[src/rtl/instr_sequencer.sv]
// Instruction fetch/issue sequencer: walks a synchronous instruction memory and
// issues one {opcode, operand} per instruction for a single cycle, stalling on READOUT.
module instr_sequencer #(
    parameter int unsigned ADDR_W = 4,
    parameter int unsigned OPND_W = 4
) (
    input  logic                  clk,
    input  logic                  rst_n,
    input  logic                  start,
    output logic [ADDR_W-1:0]     imem_addr,
    input  logic [4+OPND_W-1:0]   imem_rdata,
    output logic [3:0]            opcode,
    output logic [OPND_W-1:0]     operand,
    output logic                  issue_valid,
    input  logic                  out_ready,
    output logic                  busy,
    output logic                  done,
    output logic [ADDR_W-1:0]     pc
);

    localparam int unsigned OP_W  = 4;
    localparam int unsigned INS_W = OP_W + OPND_W;

    localparam logic [OP_W-1:0] OP_NOP     = 4'b0000;
    localparam logic [OP_W-1:0] OP_READOUT = 4'b0011;
    localparam logic [OP_W-1:0] OP_RSVD    = 4'b1110;
    localparam logic [OP_W-1:0] OP_HALT    = 4'b1111;

    typedef enum logic [2:0] {
        S_IDLE    = 3'd0,
        S_FETCH   = 3'd1,
        S_DECODE  = 3'd2,
        S_ISSUE   = 3'd3,
        S_RD_WAIT = 3'd4
    } state_t;

    state_t               r_state;
    logic [OP_W-1:0]      r_instr_op;
    logic [ADDR_W-1:0]    r_pc;
    logic [ADDR_W-1:0]    r_imem_addr;
    logic [OP_W-1:0]      r_opcode;
    logic [OPND_W-1:0]    r_operand;
    logic                 r_issue_valid;
    logic                 r_busy;
    logic                 r_done;

    logic [OP_W-1:0]      w_rd_op;
    logic [OPND_W-1:0]    w_rd_opnd;
    logic                 w_rd_is_nop;
    logic [ADDR_W-1:0]    w_pc_inc;

    assign w_rd_op     = imem_rdata[INS_W-1 -: OP_W];
    assign w_rd_opnd   = imem_rdata[OPND_W-1:0];
    assign w_rd_is_nop = (w_rd_op == OP_NOP) || (w_rd_op == OP_RSVD);
    assign w_pc_inc    = r_pc + ADDR_W'(1);

    // imem_addr is loaded on entry to FETCH so the synchronous memory's word
    // is available during DECODE; issue outputs are loaded on entry to ISSUE.
    always_ff @(posedge clk or negedge rst_n) begin
        if (!rst_n) begin
            r_state       <= S_IDLE;
            r_instr_op    <= '0;
            r_pc          <= '0;
            r_imem_addr   <= '0;
            r_opcode      <= '0;
            r_operand     <= '0;
            r_issue_valid <= 1'b0;
            r_busy        <= 1'b0;
            r_done        <= 1'b0;
        end else begin
            r_opcode      <= '0;
            r_operand     <= '0;
            r_issue_valid <= 1'b0;
            r_done        <= 1'b0;
            case (r_state)
                S_IDLE: begin
                    if (start) begin
                        r_state     <= S_FETCH;
                        r_pc        <= '0;
                        r_imem_addr <= '0;
                        r_busy      <= 1'b1;
                    end
                end
                S_FETCH: begin
                    r_state <= S_DECODE;
                end
                S_DECODE: begin
                    r_instr_op <= w_rd_op;
                    if (w_rd_op == OP_HALT) begin
                        r_state <= S_IDLE;
                        r_done  <= 1'b1;
                        r_busy  <= 1'b0;
                    end else begin
                        r_state       <= S_ISSUE;
                        r_opcode      <= w_rd_is_nop ? OP_NOP : w_rd_op;
                        r_operand     <= w_rd_opnd;
                        r_issue_valid <= 1'b1;
                    end
                end
                S_ISSUE: begin
                    if (r_instr_op == OP_READOUT) begin
                        r_state <= S_RD_WAIT;
                    end else begin
                        r_state     <= S_FETCH;
                        r_pc        <= w_pc_inc;
                        r_imem_addr <= w_pc_inc;
                    end
                end
                S_RD_WAIT: begin
                    if (out_ready) begin
                        r_state     <= S_FETCH;
                        r_pc        <= w_pc_inc;
                        r_imem_addr <= w_pc_inc;
                    end
                end
                default: begin
                    r_state <= S_IDLE;
                    r_busy  <= 1'b0;
                end
            endcase
        end
    end

    assign imem_addr   = r_imem_addr;
    assign opcode      = r_opcode;
    assign operand     = r_operand;
    assign issue_valid = r_issue_valid;
    assign busy        = r_busy;
    assign done        = r_done;
    assign pc          = r_pc;

endmodule

[config.mk]
export PLATFORM = sky130hd
export DESIGN_NAME = instr_sequencer
export DESIGN_NICKNAME = d
export VERILOG_FILES = /design/src/rtl/instr_sequencer.sv
export SDC_FILE = /design/constraint.sdc
export NUM_CORES = 1
export LEC_CHECK = 0
export ABC_AREA = 1
export ABC_CLOCK_PERIOD_IN_PS = 1700
export BUFFER_PORTS_ARGS = -buffer_cell sky130_fd_sc_hd__buf_2
export CAP_MARGIN = 5
export CORE_MARGIN = 2
export CORE_UTILIZATION = 51
export DETAILED_ROUTE_END_ITERATION = 10
export PLACE_DENSITY = 0.79
export SETUP_SLACK_MARGIN = 0.2
export SLEW_MARGIN = 10
export SYNTH_ARGS = -nofsm -noshare
export SYNTH_HDL_FRONTEND = slang
export SYNTH_SLANG_ARGS = --single-unit
[constraint.sdc]
create_clock -name clk -period 1.7 [get_ports clk]
set_input_delay 0.17 -clock clk [delete_from_list [all_inputs] [get_ports clk]]
set_output_delay 0.17 -clock clk [all_outputs]
set_load 0.02 [all_outputs]
==> metrics.md <==
| Metric | Value |
|---|---|
| Mapped Area | `1010 sq um` |
| Post-synth EDFFs | `0` |
| Critical path type | `register to register` |
| Pin slew with the least headroom to its limit | `0.465 ns` |
| Via count | `817` |
| Worst flop-to-flop path endpoint | `imem_addr[0]` |
| WL met1 | `860 um` |
| FILL cells | `171` |
| Sequential-to-total area share from yosys stat | `54.7%` |
| WL final | `1.91 mm` |
| Worst setup startpoint | `r_state[0]` |
| Vias/cell | `4.64` |
| FF-to-FF path depth | `6` |
| Highest metal used | `met4` |
| Place WS | `0.461 ns` |
| Row count | `16` |
| Max-Cap Viols | `0` |
| Post-route setup slack | `0.402 ns` |
| CTS Buffer Depth | `2` |
| Hold path startpoint | `imem_rdata[7]` |
| Total Routing Usage GR | `17.8%` |
| Most frequent CP cell | `nand2_1` |
| Leak Pwr | `0.750 nW` |
| Total CTS buffers | `3` |
| Unique masters post-synth | `19` |
| CTS Root Cell | `clkbuf_4` |
| RSZ-0062 raised after global routing | `false` |
| Buf/Inv on CP | `1` |
| CTS tree | `built` |
| Synth warn | `0` |
| Average wire per standard cell | `10.8 um` |
| Dpl hpwl | `1.37 mm` |
| Reg2Reg Setup Slack | `0.40 ns` |
| WHS | `0.0273 ns` |
| Final non-filler cell total | `176` |
| Syn Area/Cell | `8.54 sq um` |
| Final nets | `163` |
| Critical path's top delay family | `simple AND/OR/NAND/NOR gates` |
| Slew HR | `69.0%` |
| GRT overflow | `0` |
| Crit. End Element | `register` |
| Chip width | `48.4 um` |
| Outcome | `completed` |
| Vias in the first global route | `779` |
| # setup viols final | `0` |
| Mapped Nets | `131` |
| WHS Path Cells | `2` |
| Share of cells above drive strength 1 | `28.2%` |
| Period minus WS final | `1.30 ns` |
| Final period utilization | `76.4%` |
| Initial Utilization | `53.0%` |
| Largest net degree at the start of global routing | `23` |
| Critical Path RT | `1.92 ns` |
| Max incr delay on CP | `0.49 ns` |
| Setup TNS | `0 ns` |
| Sink Count | `22` |
| First-pass GRT wire length | `3.28 mm` |
| Main synth FF type | `dfrtp_1` |
| Die ar. | `2350 sq um` |
| Clk_skew | `0.00714 ns` |
| Area delta synth->final | `21.5%` |
| DRC viols | `0` |
| Slowest CP cell | `dfrtp_1` |
| Iter 0 DRT Violations | `9` |
| Ant. Diodes | `0` |
| Worst Path Arrival | `1.52 ns` |
| Seq cells post-synth | `22` |
| CP cell instances | `nor2_2 -> inv_1 -> nand2_1 -> nand4_1 -> nand2_1 -> nand2_1` |
| I/O pin count | `31` |
| 1st-pass router iterations | `4` |
| Core area | `1900 sq um` |
| Worst min path class | `primary input to register` |
| Pwr Density | `1630 nW/um^2` |
| Slew Limit Fails | `0` |
| Final hold vios | `0` |
| Clk pin slew, worst setup/hold paths | `0.13 ns` |
| RR Startpoint | `r_state[0]` |
| Worst setup SP type | `register` |
| Hold EP | `opcode[2]` |
| Post-CTS Setup Inserts | `0` |
| Die Ht | `48.4 um` |
| H-tree depth | `1` |
| Port Buffers | `30` |
| Asr flop ratio synth | `100%` |
| Gpl congestion | `0.804` |
| Met2 WL | `923 um` |
| CP Max Fanout | `7` |
| Skew-Pair Late Insertion Delay | `0.32 ns` |
| Placed cell count | `171` |
| Fmax | `770 MHz` |
| Initial antenna violation count | `0` |
| Worst IR Drop VDD | `924 uV` |
| Post-Synthesis Cells | `118` |
| Post-route ant nets | `0` |
| DR WL met3 | `97 um` |
[state kept, by name (all words and copies together) (netlist names)]
| name | cells |
|---|---|
| imem_addr | 4 |
| done | 1 |
| opcode | 4 |
| busy | 1 |
| operand | 4 |
| r_instr_op | 4 |
| issue_valid | 1 |
| r_state | 3 |
[layout by cell type (no fill, tap or decap)]
| cell type | n |
|---|---|
| inv_1 | 16 |
| nor3_4 | 1 |
| nand4_1 | 4 |
| nand2_4 | 1 |
| clkbuf_4 | 3 |
| a21oi_1 | 2 |
| nor2_1 | 11 |
| nor2_2 | 1 |
| nand2_2 | 3 |
| o21ai_0 | 3 |
| ha_1 | 1 |
| inv_2 | 1 |
| xnor2_1 | 1 |
| nand3b_1 | 2 |
| buf_2 | 30 |
| nand3_1 | 4 |
| dfrtp_1 | 22 |
| dlygate4sd3_1 | 1 |
| nand2_1 | 39 |
| nor2_4 | 1 |
| o21ai_1 | 1 |
| bufinv_16 | 1 |
[Yosys cell counts (2+ instances only)]
cell type / number / area (sq um)
nand4_1: 4 / 25.0
nand2_1: 39 / 146
nand3b_1: 2 / 15.0
nand2_2: 3 / 18.8
dfrtp_1: 22 / 551
nand3_1: 4 / 20.0
inv_1: 16 / 60.1
buf_4: 4 / 30.0
nor2_1: 11 / 41.3
a21oi_1: 2 / 10.0
o21ai_0: 3 / 15.0
[metal layers]
layer	vias to the layer above	track usage [%]
li1	421	-
met1	365	23.3
met2	27	30.6
met3	4	3.09
met4	0	5.71
met5	-	0
[kinds of logic (layout without fill, tap and decap cells)]
family / Yosys count / after routing / share of synthesized area (%)
simple gates: 67 / 67 / 30.9
flops: 22 / 22 / 54.7
fa+ha+maj: 1 / 1 / 1.24
buf+inv: 21 / 52 / 9.32
xor+xnor: 1 / 1 / 0.870
compound gates: 6 / 6 / 2.98
[metrics by stage]
stage | power [mW] | utilization, % | area (sq um)
after floorplan | 1.39 | - | 1010
after global placement | 1.56 | 61.1 | 1160
after detailed placement | 1.59 | 61.1 | 1160
after CTS | 2.00 | 64.3 | 1220
after global routing | 2.14 | 64.3 | 1220
final | 1.99 | 64.3 | 1220
[worst max-delay path by stage]
| stage | end | slack (ns) | cells past startpoint |
|---|---|---|---|
| 3_3_place_gp | r_instr_op[0] | 0.49 | 4 |
| 3_5_place_dp | imem_addr[0] | 0.46 | 6 |
| 2_1_floorplan | imem_addr[2] | 0.56 | 5 |
| 5_1_grt | imem_addr[2] | 0.27 | 6 |
| 4_1_cts | imem_addr[0] | 0.40 | 6 |
| 6_report | imem_addr[0] | 0.40 | 6 |
[power by group]
group | leakage, nW | internal (mW) | switching (mW) | total, mW
Combinational | 0.432 | 0.261 | 0.540 | 0.802
Clock | 0.0279 | 0.239 | 0.167 | 0.406
Sequential | 0.290 | 0.677 | 0.109 | 0.786
[final cells by class]
| cell class | instances | area (sq um) | area share [%] |
|---|---|---|---|
| sequential | 22 | 551 | 45.0 |
| multi-input combinational | 75 | 363 | 29.7 |
| clock buffer | 3 | 22.5 | 1.84 |
| clock inverter | 1 | 30.0 | 2.45 |
| tap | 27 | 33.8 | 2.76 |
| inverter | 17 | 63.8 | 5.21 |
| timing repair buffer | 31 | 160 | 13.1 |
[what timing repair did]
item / CTS / global route
hold buffers: 1 / 0
gates resized for setup: 0 / 0
hold endpoints to repair: 22 / 0
Note: power is estimated with default switching activity, not from simulation.
